--- src/rtl/qspi_bus_arbiter.sv ---
// Two-requester quad-SPI pin arbiter: whole-transaction grants, round-robin ties,
// enforced chip-select gap and optional ownership watchdog; all pad outputs registered.
module qspi_bus_arbiter #(
  parameter int TGAP = 4,
  parameter int TMAX = 0,
  parameter int TW   = 24
) (
  input  logic       clk,
  input  logic       rst,
  input  logic       a_cs_n,
  input  logic       a_sclk,
  input  logic [3:0] a_qdo,
  input  logic [3:0] a_oe,
  output logic       a_gnt,
  input  logic       b_cs_n,
  input  logic       b_sclk,
  input  logic [3:0] b_qdo,
  input  logic [3:0] b_oe,
  output logic       b_gnt,
  input  logic [3:0] qdi,
  output logic [3:0] a_qdi,
  output logic [3:0] b_qdi,
  output logic       spi_sclk,
  output logic       spi_csn,
  output logic [3:0] qdo,
  output logic [3:0] oe,
  output logic       abort
);

  typedef enum logic [1:0] {
    S_IDLE  = 2'd0,
    S_OWN_A = 2'd1,
    S_OWN_B = 2'd2,
    S_GAP   = 2'd3
  } state_t;

  localparam int            WD_LIM   = (TMAX > 0) ? TMAX - 1 : 0;
  localparam logic [TW-1:0] WD_LAST  = TW'(WD_LIM);
  localparam logic [7:0]    GAP_LAST = 8'(TGAP - 1);

  state_t        state_q, state_d;
  logic          last_b_q, last_b_d;
  logic [7:0]    gap_cnt_q, gap_cnt_d;
  logic [TW-1:0] wd_cnt_q, wd_cnt_d;
  logic          a_blk_q, a_blk_d;
  logic          b_blk_q, b_blk_d;
  logic          abort_q, abort_d;
  logic          a_gnt_q, a_gnt_d;
  logic          b_gnt_q, b_gnt_d;
  logic          csn_q, csn_d;
  logic          sclk_q, sclk_d;
  logic [3:0]    qdo_q, qdo_d;
  logic [3:0]    oe_q, oe_d;

  logic          a_req, b_req;
  logic          own_cs_n, own_sclk;
  logic [3:0]    own_qdo, own_oe;
  logic          wd_hit;

  // A requester blocked by the watchdog stays invisible until its cs_n is seen high.
  assign a_req = ~a_cs_n & ~a_blk_q;
  assign b_req = ~b_cs_n & ~b_blk_q;

  assign own_cs_n = (state_q == S_OWN_B) ? b_cs_n : a_cs_n;
  assign own_sclk = (state_q == S_OWN_B) ? b_sclk : a_sclk;
  assign own_qdo  = (state_q == S_OWN_B) ? b_qdo  : a_qdo;
  assign own_oe   = (state_q == S_OWN_B) ? b_oe   : a_oe;

  assign wd_hit = (TMAX > 0) && (wd_cnt_q == WD_LAST);

  always_comb begin
    state_d   = state_q;
    last_b_d  = last_b_q;
    gap_cnt_d = gap_cnt_q;
    wd_cnt_d  = wd_cnt_q;
    a_blk_d   = a_blk_q & ~a_cs_n;
    b_blk_d   = b_blk_q & ~b_cs_n;
    abort_d   = abort_q;
    a_gnt_d   = a_gnt_q;
    b_gnt_d   = b_gnt_q;
    csn_d     = 1'b1;
    sclk_d    = 1'b0;
    qdo_d     = 4'h0;
    oe_d      = 4'h0;

    case (state_q)
      S_IDLE: begin
        gap_cnt_d = 8'd0;
        wd_cnt_d  = '0;
        if (a_req && (!b_req || last_b_q)) begin
          state_d  = S_OWN_A;
          a_gnt_d  = 1'b1;
          last_b_d = 1'b0;
        end else if (b_req) begin
          state_d  = S_OWN_B;
          b_gnt_d  = 1'b1;
          last_b_d = 1'b1;
        end
      end

      S_OWN_A, S_OWN_B: begin
        if (own_cs_n || wd_hit) begin
          // Pads default to idle values above, so csn rises together with sclk low.
          state_d   = S_GAP;
          gap_cnt_d = 8'd0;
          a_gnt_d   = 1'b0;
          b_gnt_d   = 1'b0;
          if (!own_cs_n) begin
            abort_d = 1'b1;
            if (state_q == S_OWN_A) a_blk_d = 1'b1;
            else                    b_blk_d = 1'b1;
          end
        end else begin
          csn_d    = own_cs_n;
          sclk_d   = own_sclk;
          qdo_d    = own_qdo;
          oe_d     = own_oe;
          wd_cnt_d = wd_cnt_q + TW'(1);
        end
      end

      S_GAP: begin
        if (gap_cnt_q == GAP_LAST) begin
          state_d = S_IDLE;
        end else begin
          gap_cnt_d = gap_cnt_q + 8'd1;
        end
      end

      default: state_d = S_IDLE;
    endcase
  end

  always_ff @(posedge clk) begin
    if (rst) begin
      state_q   <= S_IDLE;
      last_b_q  <= 1'b1;
      gap_cnt_q <= 8'd0;
      wd_cnt_q  <= '0;
      a_blk_q   <= 1'b0;
      b_blk_q   <= 1'b0;
      abort_q   <= 1'b0;
      a_gnt_q   <= 1'b0;
      b_gnt_q   <= 1'b0;
      csn_q     <= 1'b1;
      sclk_q    <= 1'b0;
      qdo_q     <= 4'h0;
      oe_q      <= 4'h0;
    end else begin
      state_q   <= state_d;
      last_b_q  <= last_b_d;
      gap_cnt_q <= gap_cnt_d;
      wd_cnt_q  <= wd_cnt_d;
      a_blk_q   <= a_blk_d;
      b_blk_q   <= b_blk_d;
      abort_q   <= abort_d;
      a_gnt_q   <= a_gnt_d;
      b_gnt_q   <= b_gnt_d;
      csn_q     <= csn_d;
      sclk_q    <= sclk_d;
      qdo_q     <= qdo_d;
      oe_q      <= oe_d;
    end
  end

  assign a_gnt    = a_gnt_q;
  assign b_gnt    = b_gnt_q;
  assign abort    = abort_q;
  assign spi_csn  = csn_q;
  assign spi_sclk = sclk_q;
  assign qdo      = qdo_q;
  assign oe       = oe_q;

  // Non-owners see the flash idle pull-up pattern.
  assign a_qdi = a_gnt_q ? qdi : 4'hF;
  assign b_qdi = b_gnt_q ? qdi : 4'hF;

endmodule

--- config.mk ---
export PLATFORM = sky130hd
export DESIGN_NAME = qspi_bus_arbiter
export DESIGN_NICKNAME = d
export VERILOG_FILES = /design/src/rtl/qspi_bus_arbiter.sv
export SDC_FILE = /design/constraint.sdc
export NUM_CORES = 1
export LEC_CHECK = 0
export CAP_MARGIN = 30
export CORE_ASPECT_RATIO = 0.6
export CORE_MARGIN = 5
export CORE_UTILIZATION = 47
export DETAILED_ROUTE_END_ITERATION = 16
export PLACE_DENSITY = 0.87
export SYNTH_ARGS = -nofsm -noshare
export SYNTH_HDL_FRONTEND = slang
export SYNTH_SLANG_ARGS = --single-unit
export TNS_END_PERCENT = 20
--- constraint.sdc ---
create_clock -name clk -period 5.25 [get_ports clk]
set_input_delay 1.05 -clock clk [delete_from_list [all_inputs] [get_ports clk]]
set_output_delay 1.05 -clock clk [all_outputs]
set_load 0.01 [all_outputs]
==> results_dict.tcl <==
set metrics [dict create \
    synth-edff-count 0 \
    final_cell_mix "clkdlybuf4s50_1 (45), dfxtp_1 (25), nor2_1 (17)" \
    synth_top_area_share_pct 39.0 \
    hold_viol 0 \
    crit_chain "clkdlybuf4s50_1 > nand2b_1 > clkdlybuf4s50_1" \
    htree_num_levels 1 \
    power_density_nw_per_um2 394 \
    n_antenna_cell 0 \
    yosys_register_bits 25 \
    ys_seq_area_share_pct 39.0 \
    timing.final.crit_period_ns 3.21 \
    crit_type "primary input to output pin" \
    drive_above_1_share_pct 8.11 \
    die_h_um 50.5 \
    io_buffers 45 \
    hold_depth 1 \
    viasPerCell 5.51 \
    regToRegEndpoint "b_gnt" \
    wire_per_inst_um 15.1 \
    hold_class "flop to flop" \
    cts_hold_buf 0 \
    syn_nets 173 \
    cp_common_cell "clkdlybuf4s50_1" \
    p_leak_uw 0.000645 \
    fmax_mhz 312 \
    antenna_found_initial 0 \
    worstPathRequired_ns 4.20 \
    ys_types 45 \
    vias 1195 \
    cts_tree "built" \
    synth_top_cell_by_area "dfxtp_1" \
    cts_max_path_buffers 2 \
    slowest_delay_ns 0.54 \
    drtPass1Iterations 4 \
    drc_errors 0 \
    grt_start_max_net_pins 21 \
    drtIter0Drc 117 \
    crit_family "buffers and inverters" \
    nets 217 \
    gp_congestion 0.872 \
    clock_latency_ns 0.27 \
    synthCells 142 \
    routed_wl_mm 3.27 \
    track_usage_pct 16.6 \
    max-vdd-ir-drop_mv 0.229 \
    setup_viol 0 \
    design.core.area_um2 2560 \
    hp-start "a_blk_q" \
    start_util_pct 50.2 \
    die-area_um2 3910 \
    slew_headroom_pct 49.0 \
    grt_pass1_wl_mm 5.22 \
    finalSetupTns_ns 0 \
    outcome "completed" \
    total_power_uw 705 \
    ant_nets 0 \
    rrSetupSlack_ns 2.90 \
    areaGrowthSynthToFinish_pct 39.3 \
    row_count 14 \
    reg2reg_depth 6 \
    clk_pin_slew_ns 0.08 \
    crit_slowest_cell "clkdlybuf4s50_1" \
    grt_pass1_vias 1065 \
    critPathMaxFanout 2 \
    hold_end "a_blk_q" \
    clock-sinks 25 \
    cts_buffers 3 \
    r2r-start "state_q[0]" \
    ios 47 \
    synth_area_leaders "dfxtp_1 (39%), mux2i_1 (7.8%), nor2_1 (5.0%)" \
    synthArstFlopShare_pct 0 \
    cts_root_buf "clkbuf_8" \
    cts_setup_buffers 0 \
    die_w_um 77.5 \
    synth_area_um2 1280 \
    syn_area_per_cell_um2 9.04 \
    timing.final.max_slew_violations 0 \
    final_util_pct 69.9 \
    period_share_pct 61.1 \
    yosysWarnings 0 \
    critPathBufInv 2 \
    synth_top_flop_cell "dfxtp_1" \
    worstMarginPinSlew_ns 0.762 \
    drv_cap 0 \
    cts_resized 0 \
    grt_overflow_total 0 \
    hpwl_mm 2.60 \
    crit_path_start_kind "primary input" \
    final_common_cell "clkdlybuf4s50_1" \
    worstSetupEndpointType "output pin" \
    clock_skew_ns 0.00175 \
    rsz0062_at_grt "no" \
    crit_arrival_ns 2.16 \
]
[worst max path at each step]
| stage | startpoint | to | slack, ns | depth (start not counted) |
|---|---|---|---|---|
| floorplan | qdi[0] | a_qdi[0] | 2.99 | 1 |
| global placement | qdi[1] | a_qdi[1] | 2.05 | 3 |
| detailed placement | qdi[1] | a_qdi[1] | 2.02 | 3 |
| CTS | qdi[1] | a_qdi[1] | 2.03 | 3 |
| global route | qdi[1] | a_qdi[1] | 2.00 | 3 |
| finish | qdi[2] | b_qdi[2] | 2.04 | 3 |
[final cells by class]
type,count,area (um2)
clock buffers,4,45.0
fillers,191,769
inverters,7,26.3
multi-input cells,104,726
flip-flops and latches,25,500
well taps,32,40.0
repair buffers,45,450
[synthesized netlist by cell type, drive strengths merged (2+ instances only)]
| cell | number |
|---|---|
| nand2b | 8 |
| nand3 | 2 |
| and3 | 2 |
| inv | 7 |
| dfxtp | 25 |
| nor3 | 2 |
| mux2i | 10 |
| nor4 | 2 |
| nor2 | 17 |
| nor3b | 2 |
| o31ai | 2 |
| o21a | 2 |
| buf | 4 |
| nand2 | 7 |
| nand4 | 3 |
| a21oi | 8 |
| ha | 5 |
| nor2b | 3 |
| clkbuf | 2 |
| or3 | 2 |
| o41ai | 2 |
| o21ai | 10 |
| a211oi | 2 |
[cells by family (layout without fill, tap and decap cells)]
family                     Yosys count  count (layout)  share of synthesized area, %
buffers and inverters               13              56                          4.48
and+or+nand+nor                     54              54                          24.0
other                                1               1                         0.292
AOI/OAI and AO/OA                   33              33                          18.7
muxes                               11              11                          8.67
adders and majority gates            5               5                          4.87
DFF                                 25              25                          39.0
[registers in the layout (all words and copies together) (netlist names)]
signal,count
a_blk_q,1
a_gnt,1
b_blk_q,1
b_gnt,1
gap_cnt_q,8
last_b_q,1
oe,4
qdo,4
spi_csn,1
spi_sclk,1
state_q,2
[through the flow]
step | hold WS (ns) | cell area, um2 | instances | worst slack (ns)
3_3_place_gp | 0.465 | 1740 | 213 | 2.05
5_1_grt | 0.508 | 1790 | 217 | 2.00
3_5_place_dp | 0.483 | 1740 | 213 | 2.02
6_report | 0.495 | 1790 | 217 | 2.04
2_1_floorplan | 0.454 | 1280 | 142 | 2.99
4_1_cts | 0.497 | 1790 | 217 | 2.03
[power by group]
group | switching, uW | internal (uW)
logic | 183 | 164
registers | 24.3 | 219
clock network | 60.2 | 54.4
[routing by layer]
metal / share of wire (%) / up-vias / wire (um) / GRT usage, %
li1: - / 588 / - / -
met1: 45 / 568 / 1480 / 21.4
met2: 48 / 35 / 1580 / 27.7
met3: 5.6 / 4 / 182 / 4.46
met4: 0.89 / 0 / 29 / 4.29
met5: 0 / - / 0 / 0
(Power assumes the default switching activity.)
==> RTL edit, RTL diff (config.mk and constraints unchanged) <==
Take the reset off `oe_q` and load it in a clocked block of its own.
--- a/src/rtl/qspi_bus_arbiter.sv
+++ b/src/rtl/qspi_bus_arbiter.sv
@@ -145,7 +145,6 @@
       csn_q     <= 1'b1;
       sclk_q    <= 1'b0;
       qdo_q     <= 4'h0;
-      oe_q      <= 4'h0;
     end else begin
       state_q   <= state_d;
       last_b_q  <= last_b_d;
@@ -159,8 +158,11 @@
       csn_q     <= csn_d;
       sclk_q    <= sclk_d;
       qdo_q     <= qdo_d;
-      oe_q      <= oe_d;
     end
+  end
+
+  always_ff @(posedge clk) begin
+    oe_q <= oe_d;
   end
 
   assign a_gnt    = a_gnt_q;
Function: differs if rst is asserted again (counterexample within 4 cycles, from zero or initial values and one cycle with rst high); with rst held inactive, the same outputs for 10 cycles.
==> RTL edit against the unedited design <==
- total power decreased by 2.5%
- non-clock buffer count is the same
- count of clock-buffer cells in the layout fell by 1
- worst setup slack got worse by 0.014 ns
- combinational power down 6.3%
- area after synthesis rose by 0.88%
- wire length up 4.3%
- final area increased by 0.21%
- sequential cell count unchanged
- critical path type unchanged
- largest cell class unchanged
==> RTL edit: results (changes against the unedited design) <==
metric	value	unit	change
Slew @ Worst Pin	0.624	ns	was 0.762 ns
VDD IR-drop max	248	µV	was 229 µV
run status	finished, final reports clean		unchanged
vias in the first global route	1204		was 1065
share of cells above drive strength 1	0.0489		was 0.0811
NetSw	254	µW	was 268 µW
fin cells	216		was 217
post-CTS sizing	0		unchanged
worst setup path end	b_qdi[3]		was b_qdi[2]
GRT Total Usage	0.175		was 0.166
sequential power share	0.360		was 0.345
skew final	0.00240	ns	was 0.00175 ns
overall power	687	µW	was 705 µW
Non-clock buffer share	0.251		was 0.252
Syn Inst Count	142		unchanged
grt met1 use	0.218		was 0.214
Netlist cell types	35		was 45
initial antenna violation count	0		unchanged
M2 GR Usage	0.288		was 0.277
vias per cell	5.60		was 5.51
multi-input combinational area share	0.407		was 0.406
largest net degree at the start of global routing	18		was 21
Min-Delay Endpoint	a_blk_q		unchanged
cell area after layout	0.00179	mm²	about the same
Worst R2R Path Depth	6		unchanged
clock network area share	0.0272		was 0.0252
R2R Setup Slk	3.05	ns	was 2.90 ns
sequential share of cell area	0.279		was 0.280
Clock Tree Buf Depth	2		unchanged
CP startpoint	qdi[3]		was qdi[2]
drt initial violations	34		was 117
Post-CTS Setup Inserts	0		unchanged
top cells by count, synth	25 x dfxtp_1, 15 x nor2_1, 11 x mux2i_1, 11 x nand2b_1, 9 x a21oi_1		was 25 x dfxtp_1, 17 x nor2_1, 10 x mux2i_1
reg2reg start	state_q[0]		unchanged
TritonCTS Buffers	3		unchanged
leakage	0.647	nW	was 0.645 nW
Logic inverters	6		was 7
Total Wirelength	3410	µm	was 3270 µm
worst r2r dst	state_q[1]		was b_gnt
post-synthesis sequential area ratio	0.386		was 0.390
clk_lat worst skew	0.27	ns	about the same
Synth area leaders	dfxtp_1 39%, mux2i_1 8.5%, nand2b_1 5.3%		was dfxtp_1 39%, mux2i_1 7.8%, nor2_1 5.0%
Synth async-reset ratio	0		unchanged
Filler cells	199		was 191
multi-input gates	104		unchanged
number of placed instances with taps included	212		was 213
Clock Power Share	0.167		was 0.163
I/O Buffers	45		unchanged
first-pass GRT wire length	5710	µm	was 5220 µm
Pre-antenna DRT Iters	4		unchanged
Final Wtd Congestion	0.806		was 0.872
met3 usage	0.0661		was 0.0446
hpwl dp	2620	µm	was 2600 µm
core footprint	0.00257	mm²	was 0.00256 mm²
-- RTL edit: worst max-delay path, delay by kind of cell --
| family | cells | cell delay [ns] |
|---|---|---|
| AND/OR/NAND/NOR | 1 | 0.10 |
| buffers and inverters | 2 | 1.01 |
-- RTL edit: cell families after synthesis --
family,Yosys count,share of synthesized area
DFF,25,0.386
muxes,12,0.0966
other,1,0.00290
and+or+nand+nor,59,0.276
AOI/OAI and AO/OA,27,0.139
adders and majority gates,5,0.0483
buffers and inverters,13,0.0502
-- RTL edit: per-stage QoR --
step	setup WS, ns	hold slack (ns)
after floorplan	2.99	0.454
after global placement	2.06	0.464
after detailed placement	2.03	0.471
after CTS	2.03	0.484
after global routing	2.00	0.497
final	2.03	0.483
-- RTL edit: layer usage --
metal  share of wire  wire (µm)
met4          0.0056         19
met2            0.47       1600
met1            0.43       1470
met3           0.094        320
met5               0          0
